## config.mk

```make
export PLATFORM = sky130hd
export DESIGN_NAME = rr_arbiter4_flat
export DESIGN_NICKNAME = d
export VERILOG_FILES = /design/src/rtl/arb_pkg.sv /design/src/rtl/rr_arbiter4_if.sv /design/src/rtl/decoder2to4.sv /design/src/rtl/rr_arbiter4.sv /design/src/flat_wrapper.sv
export SDC_FILE = /design/constraint.sdc
export NUM_CORES = 1
export LEC_CHECK = 0
export CAP_MARGIN = 0
export CORE_MARGIN = 2
export CORE_UTILIZATION = 46
export DETAILED_ROUTE_END_ITERATION = 8
export PLACE_DENSITY = 0.71
export SYNTH_ARGS = -nofsm -noshare
export SYNTH_HDL_FRONTEND = slang
export SYNTH_SLANG_ARGS = --single-unit
```

## constraint.sdc

```tcl
create_clock -name clk -period 1.6 [get_ports clk]
set_clock_uncertainty 0.2 [all_clocks]
set_input_delay 0.16 -clock clk [delete_from_list [all_inputs] [get_ports clk]]
set_output_delay 0.16 -clock clk [all_outputs]
set_load 0.01 [all_outputs]
```

## src/rtl/arb_pkg.sv

```systemverilog
// Shared types, widths and the rotating-priority pick for the 4-way round-robin arbiter.
package arb_pkg;

  localparam int N_REQ = 4;
  localparam int ID_W  = 2;

  typedef enum logic {
    IDLE  = 1'b0,
    GRANT = 1'b1
  } state_t;

  // Hold counter must represent 0..max_hold; never narrower than one bit.
  function automatic int cnt_width(input int max_hold);
    int w;
    w = $clog2(max_hold + 1);
    return (w < 1) ? 1 : w;
  endfunction

  // Returns {found, id}: first set bit of r scanning p+1, p+2, p+3, p (mod 4).
  function automatic logic [ID_W:0] rr_pick(input logic [N_REQ-1:0] r,
                                            input logic [ID_W-1:0]  p);
    logic [ID_W:0]   res;
    logic [ID_W-1:0] idx;
    res = '0;
    for (int k = 1; k <= N_REQ; k++) begin
      idx = p + ID_W'(k);
      if (!res[ID_W] && r[idx]) begin
        res = {1'b1, idx};
      end
    end
    return res;
  endfunction

endpackage

```

## src/rtl/rr_arbiter4_if.sv

```systemverilog
// Request/grant bundle between the requesters (master) and the arbiter (slave).
interface rr_arbiter4_if;
  import arb_pkg::*;

  logic [N_REQ-1:0] req;
  logic [N_REQ-1:0] gnt;
  logic [ID_W-1:0]  gnt_id;
  logic             gnt_valid;
  logic             timeout;

  modport master (
    output req,
    input  gnt,
    input  gnt_id,
    input  gnt_valid,
    input  timeout
  );

  modport slave (
    input  req,
    output gnt,
    output gnt_id,
    output gnt_valid,
    output timeout
  );

endinterface

```

## src/rtl/decoder2to4.sv

```systemverilog
// 2:4 one-hot decoder with enable; purely combinational.
module decoder2to4 (
  input  logic       en,
  input  logic [1:0] a,
  output logic [3:0] y
);

  assign y = en ? (4'b0001 << a) : 4'b0000;

endmodule

```

## src/rtl/rr_arbiter4.sv

```systemverilog
// Four-requester round-robin arbiter with hold limit; 1-cycle request-to-grant, registered outputs.
// A holder keeps the grant while requesting, unless MAX_HOLD cycles elapse with another requester waiting.
module rr_arbiter4
  import arb_pkg::*;
#(
  parameter int MAX_HOLD = 8
) (
  input  logic               clk,
  input  logic               rst,
  rr_arbiter4_if.slave       bus
);

  localparam int              CNT_W   = cnt_width(MAX_HOLD);
  localparam bit              LIMITED = (MAX_HOLD != 0);
  localparam logic [CNT_W-1:0] MAX_CNT = CNT_W'(MAX_HOLD);

  state_t           state;
  logic [ID_W-1:0]  gnt_id_q;
  logic             gnt_valid_q;
  logic             timeout_q;
  logic [ID_W-1:0]  ptr;
  logic [CNT_W-1:0] cnt;

  logic [N_REQ-1:0] holder_mask;
  logic [N_REQ-1:0] cand;
  logic [ID_W:0]    pick;
  logic             win_found;
  logic [ID_W-1:0]  win_id;
  logic             holder_req;
  logic             at_limit;

  // The current holder never competes in its own rotation or handoff scan.
  assign holder_mask = gnt_valid_q ? ({{(N_REQ-1){1'b0}}, 1'b1} << gnt_id_q) : '0;
  assign cand        = bus.req & ~holder_mask;
  assign pick        = rr_pick(cand, ptr);
  assign win_found   = pick[ID_W];
  assign win_id      = pick[ID_W-1:0];
  assign holder_req  = bus.req[gnt_id_q];
  assign at_limit    = LIMITED && (cnt == MAX_CNT);

  always_ff @(posedge clk) begin
    if (rst) begin
      state       <= IDLE;
      gnt_id_q    <= '0;
      gnt_valid_q <= 1'b0;
      timeout_q   <= 1'b0;
      ptr         <= ID_W'(N_REQ - 1);
      cnt         <= '0;
    end else begin
      timeout_q <= 1'b0;
      case (state)
        IDLE: begin
          if (win_found) begin
            state       <= GRANT;
            gnt_id_q    <= win_id;
            gnt_valid_q <= 1'b1;
            ptr         <= win_id;
            cnt         <= CNT_W'(1);
          end
        end
        GRANT: begin
          if (holder_req) begin
            if (at_limit && win_found) begin
              gnt_id_q  <= win_id;
              ptr       <= win_id;
              cnt       <= CNT_W'(1);
              timeout_q <= 1'b1;
            end else if (LIMITED && !at_limit) begin
              cnt <= cnt + 1'b1;
            end
          end else if (win_found) begin
            gnt_id_q <= win_id;
            ptr      <= win_id;
            cnt      <= CNT_W'(1);
          end else begin
            state       <= IDLE;
            gnt_valid_q <= 1'b0;
          end
        end
        default: begin
          state       <= IDLE;
          gnt_valid_q <= 1'b0;
        end
      endcase
    end
  end

  assign bus.gnt_id    = gnt_id_q;
  assign bus.gnt_valid = gnt_valid_q;
  assign bus.timeout   = timeout_q;

  decoder2to4 u_dec (
    .en (gnt_valid_q),
    .a  (gnt_id_q),
    .y  (bus.gnt)
  );

endmodule

```

## src/flat_wrapper.sv

```systemverilog
// flat-port wrapper written by rule: the top's interface ports become plain ports
module rr_arbiter4_flat import arb_pkg::*;
#(
  parameter int MAX_HOLD = 8
)
  (clk, rst, bus_req, bus_gnt, bus_gnt_id, bus_gnt_valid, bus_timeout);
  rr_arbiter4_if bus_i ();
  input  logic clk;
  input  logic rst;
  input wire logic [$bits(bus_i.req)-1:0] bus_req;
  output wire logic [$bits(bus_i.gnt)-1:0] bus_gnt;
  output wire logic [$bits(bus_i.gnt_id)-1:0] bus_gnt_id;
  output wire logic [$bits(bus_i.gnt_valid)-1:0] bus_gnt_valid;
  output wire logic [$bits(bus_i.timeout)-1:0] bus_timeout;
  assign bus_i.req = bus_req;
  assign bus_gnt = bus_i.gnt;
  assign bus_gnt_id = bus_i.gnt_id;
  assign bus_gnt_valid = bus_i.gnt_valid;
  assign bus_timeout = bus_i.timeout;
  rr_arbiter4 #(.MAX_HOLD(MAX_HOLD)) u_core (.clk(clk), .rst(rst), .bus(bus_i));
endmodule
```

# After elaboration in Yosys (flattened, before gate mapping)
# Cells that the tools add are included.
classes:
  n_mux: 35
  reduce_logical: 9
  n_eq_ne: 6
  shifts: 1
  n_addsub: 4
  bitwise_logic: 4
  order_cmp: 5
op_table:
  columns: ["operator", "n"]
  rows:
  - ["$mux W4", 5]
  - ["$lt A2 B3 Y1 const B", 5]
  - ["$mux W3", 4]
  - ["$mux W1", 11]
  - ["$bmux W1 S2", 5]
  - ["$mux W2", 5]
  - ["$pmux W2 S2", 2]
  - ["$pmux W4 S2", 1]
  - ["$add A2 B2 Y2 const B", 2]
  - ["$add A4 B1 Y4 const B", 1]
  - ["$and A4 B4 Y4", 1]
  - ["$eq A4 B4 Y1 const B", 1]
  - ["$logic_and A1 B1 Y1", 4]
  - ["$ne A2 B2 Y1 const B", 2]
  - ["$ne A4 B4 Y1 const B", 1]
  - ["$not A4 Y4", 1]
  - ["$pmux W1 S2", 2]
  - ["$shl A1 B2 Y4 const A", 1]
  - ["$logic_not A1 Y1", 3]
  - ["$ne A3 B3 Y1 const B", 1]
  - ["$reduce_and A3 Y1", 1]
  - ["$reduce_or A3 Y1", 1]
  - ["$add A2 B1 Y2 const B", 1]
  - ["$ne A2 B1 Y1 const B", 1]
  - ["$not A1 Y1", 2]
totals:
  output_inout_bits: 8
  reg_bits: 11
  word_cells: 70
  input_bits: 6

# Depth between registers and ports, before layout
logic_depth:
  word_depth: 20
  ltp_mapped: 7
  depth_no_buf: 7

# Cells and area by module
# From an unflattened synthesis, not the netlist that was laid out.
unflattened:
  cells_unflattened: 95
  hier_area_um2: 799.5
modules_own_cells:
  columns: ["mod", "seq_area_each_um2", "area_each_um2", "cells_each", "n_inst"]
  rows:
  - ["rr_arbiter4", 220.2, 762.0, 91, 1]
  - ["decoder2to4", 0.0, 37.5, 4, 1]

# Least setup slack after synthesis
# OpenSTA, ideal clock, no wires.
synth_timing:
  path_type: "register -> register"
  startpoint: "register u_core.gnt_id_q[1] (netlist: u_core.bus.gnt_id[1])"
  endpoint: "register u_core.cnt[2]"
  path_slack_ps: -210
  path_buffers: 1
  period_less_slack_ps: 1810
  t_arrival_ps: 1475
  stages_incl_launch_ff: 6
  required_time_ps: 1265
  setup_ps: 135
  path_cell_list: "dfxtp_1 -> buf_6 -> mux4_2 -> and2_4 -> a31oi_1 -> a311oi_2"
synth_via:
  elab_chain_len: 20
  word_cells_on_any_way: 30
  classes_between: "1 x eq/ne; 1 x shift; 19 x mux; 2 x bitwise; 7 x reduce/logical"
synth_rtl:
  columns: ["item", "line_no", "source"]
  rows:
  - ["start, declared", "rr_arbiter4.sv:18", "logic [ID_W-1:0] gnt_id_q;"]
  - ["start signal, assigned", "rr_arbiter4.sv:55", "gnt_id_q <= win_id;"]
  - ["start signal, assigned", "rr_arbiter4.sv:64", "gnt_id_q <= win_id;"]
  - ["start signal, assigned", "rr_arbiter4.sv:72", "gnt_id_q <= win_id;"]
  - ["$shl A1 B2 Y4", "rr_arbiter4.sv:33", "assign holder_mask = gnt_valid_q ? ({{(N_REQ-1){1'b0}}, 1'b1} << gnt_id_q) : '0;"]
  - ["$mux W4", "rr_arbiter4.sv:33", null]
  - ["$not A4 Y4", "rr_arbiter4.sv:34", "assign cand = bus.req & ~holder_mask;"]
  - ["$and A4 B4 Y4", "rr_arbiter4.sv:34", null]
  - ["$bmux W1 S2", "arb_pkg.sv:27", "if (!res[ID_W] && r[idx]) begin"]
  - ["$mux W1 (implied by the code)", "arb_pkg.sv:27", null]
  - ["$mux W3", "arb_pkg.sv:27", null]
  - ["$logic_not A1 Y1", "arb_pkg.sv:27", null]
  - ["[4 not listed]", null, null]
  - ["$mux W3", "arb_pkg.sv:27", null]
  - ["$logic_not A1 Y1", "arb_pkg.sv:27", null]
  - ["$logic_and A1 B1 Y1", "arb_pkg.sv:27", null]
  - ["$mux W3", "arb_pkg.sv:27", null]
  - ["$logic_and A1 B1 Y1", "rr_arbiter4.sv:63", "if (at_limit && win_found) begin"]
  - ["$mux W4", "rr_arbiter4.sv:63", null]
  - ["$mux W4", "rr_arbiter4.sv:62", "if (holder_req) begin"]
  - ["$pmux W4 S2", "rr_arbiter4.sv:51", "case (state)"]
  - ["end signal, assigned", "rr_arbiter4.sv:69", "cnt <= cnt + 1'b1;"]
  - ["end, declared", "rr_arbiter4.sv:22", "logic [CNT_W-1:0] cnt;"]
# Several ways; a longest one is shown, not always the timed one. The select of a mux whose other input is x is not followed.
# A chain may end at the register's enable or synchronous reset.

# Worst setup path after layout
layout_timing:
  startpoint: "register u_core.gnt_id_q[1] (netlist: u_core.bus.gnt_id[1])"
  endpoint: "register u_core.cnt[3]"
# The elaborated chain is that of the path after synthesis.

==> impl_metrics.yaml <==
run_status:
  outcome: "finished, violations left"
  violations: "negative setup slack"
power:
  p_int_uw: 642.8
  p_seq_frac: 0.358
  leakagePower_nw: 0.5016
  swShare: 0.3646
  p_sw_uw: 368.8
  p_per_area_nw_per_um2: 825.0
  power_mw: 1.012
  peakVddDrop_v: 0.0005615
  pwr-share-comb: 0.452
  pwr-share-clk: 0.189
timing:
  rsz0062_at_grt: "yes"
  hold_ws_ps: 324.7
  finalCritPeriodShare: 1.140
  finalSetupViolations: 11
  final_hold_viol_count: 0
  slew_violations: 0
  worst_slack_ps: -223.7
  maxSlewHeadroom: 0.7036
  period_needed_ps: 1824
  fmax_mhz: 548.3
  worst_pin_slew_ps: 443.2
floorplanning:
  fp.dieW_um: 46.31
  start_util: 0.4821
  row_count: 15
  ioPinCount: 14
  core_sq_um: 1708
  dieArea_sq_um: 2144
  fp.dieH_um: 46.31
logic_synthesis:
  synth-xor-area-share: 0
  seq_area_frac_synth: 0.2675
  synth-warning-count: 0
  syn_nets: 101
  synth.ff_latch_count: 11
  synth_area_per_cell_sq_um: 8.853
  synth-main-ff-cell: "dfxtp_1"
  synth_top_family_by_area: "compound AO/OA/AOI/OAI gates"
  ys_types: 43
  synth-edff-count: 0
  synth_fa_ha_area_frac: 0.03040
  async_reset_ff_frac: 0
  synth-simple-area-share: 0.2736
  syn-cell-area_sq_um: 823.3
  synth_compound_area_frac: 0.3100
  synth.area.mux_share: 0.06383
  synthCells: 93
placed_design:
  place_congestion: 0.9198
  post-dp-hpwl_um: 1615
  pre_cts_ws_ps: -413.2
  numPortBuffers: 13
  placedCellCount: 148
clock_network:
  clock_latency_ps: 270
  clockBufferDepth: 2
  cts_sinks: 11
  cts-root-buf: "clkbuf_4"
  hold_buffers: 0
  clkTransAtPathRegs_ps: 70
  h-tree-depth: 1
  cts_tree: "yes"
  cts_buffers: 3
global_routing:
  grt_pass1_wl_um: 3463
  antenna_found_initial: 0
  track_usage: 0.2289
  overflow: 0
  grt_pass1_vias: 816
  grt_util_met1: 0.3190
  met3_usage: 0.05882
  grt_use_met2: 0.3361
  top_usage_layer: "met2"
  grt_max_degree: 11
detailed_routing:
  drc: 0
  antenna_left: 0
  avgRoutedWirePerCell_um: 14.75
  firstDrtPassIters: 4
  dr.first_iter.drc_count: 20
  viasPerCell: 5.558
  wl_um: 2271
  dr_total_vias: 856
critical_path:
  path_class: "reg2reg"
  path_buf_inv: 1
  crit_required_ps: 1550
  cp_top_family: "multiplexers"
  arrival_ps: 1780
  slowest_stage: "mux4_2"
  crit_chain: "mux4_2 -> nand3_4 -> buf_6 -> a21oi_2 -> a31oi_1 -> nor2_1"
  cp-start-kind: "flop"
  cp_max_fo: 7
  end_kind: "flop"
  worst_path_largest_cell_delay_ps: 590
final_layout:
  nets: 138
  finalNonFillerCells: 154
  drive_gt1_frac: 0.4264
  final_util: 0.7179
  n_antenna_cell: 0
  area_growth_pct: 48.94
hold_path:
  hold_path.class: "reg2reg"
job:
  max_cap_viol_count: 0
[power by group through the flow]
stage | Clock (mW) | Combinational, mW | Sequential (mW)
floorplan | 0 | 0.280 | 0.346
global placement | 0 | 0.422 | 0.363
detailed placement | 0 | 0.423 | 0.363
CTS | 0.196 | 0.421 | 0.359
global route | 0.215 | 0.496 | 0.367
finish | 0.192 | 0.457 | 0.363
[state kept, by name (all words and copies together), names as in the netlist]
name                  flops
u_core.bus.gnt_id         2
u_core.cnt                4
u_core.bus.timeout        1
u_core.bus.gnt_valid      1
u_core.state              1
u_core.ptr                2
[metrics by stage]
| step | setup TNS (ps) | cell area, sq um |
|---|---|---|
| 2_1_floorplan | -828.4 | 844.6 |
| 3_3_place_gp | -4023 | 1130 |
| 3_5_place_dp | -4210 | 1130 |
| 4_1_cts | -1030 | 1172 |
| 5_1_grt | -2091 | 1226 |
| 6_report | -1424 | 1226 |
[worst paths after layout]
kind,slack (ps),to,depth (start not counted),start
max,-220,u_core.cnt[3]$_SDFFE_PP0P_,6,u_core.bus.gnt_id[1]$_SDFFE_PP0P_
min,320,u_core.bus.gnt_valid$_SDFFE_PP0P_,1,u_core.bus.gnt_valid$_SDFFE_PP0P_
max reg2reg,-220,u_core.cnt[3]$_SDFFE_PP0P_,6,u_core.bus.gnt_id[1]$_SDFFE_PP0P_
min reg2reg,320,u_core.bus.gnt_valid$_SDFFE_PP0P_,1,u_core.bus.gnt_valid$_SDFFE_PP0P_
[kinds of logic after synthesis]
kind of cell,Yosys count
AOI/OAI and AO/OA,32
muxes,3
DFF,11
buffers and inverters,8
adders and majority gates,2
and+or+nand+nor,37
[layout make-up]
cell class | instances | area [sq um]
timing repair buffer | 35 | 297.8
sequential | 11 | 232.7
fill | 146 | 481.7
tap | 25 | 31.28
multi-input combinational | 74 | 619.3
inverter | 5 | 18.77
clock buffer | 4 | 26.28
[cell usage in the layout, fill, tap and decap left out, types with 3 or more instances in the layout]
cell type,instances
a21oi_1,5
a21oi_2,3
a31oi_1,6
buf_4,18
buf_6,4
clkbuf_4,3
clkdlybuf4s50_1,4
dfxtp_1,7
dfxtp_4,3
dlygate4sd2_1,5
inv_1,5
nand2_1,11
nand2b_1,3
[synthesized netlist by cell type, types with 3 or more instances]
library cell  instances  share of area
nand2_1              11          0.050
nand3_1               3          0.018
inv_1                 5          0.023
nor2_1                3          0.014
nand2b_1              3          0.023
a21oi_1               7          0.043
dfxtp_1              11           0.27
a31oi_1               7          0.053
[what timing repair did]
item                                    4_1_cts  5_1_grt
gates resized for setup                      19       13
endpoints found under the setup margin       18       15
pin swaps                                     5        5
buffers inserted                              0        2
[metal layers]
layer  routed length [um]  up-vias
met5                    0        -
met4                   20        0
met3                   85        4
met2                 1070       19
met1                 1094      406
li1                     -      427
Note: power is estimated with default switching activity, not from simulation.
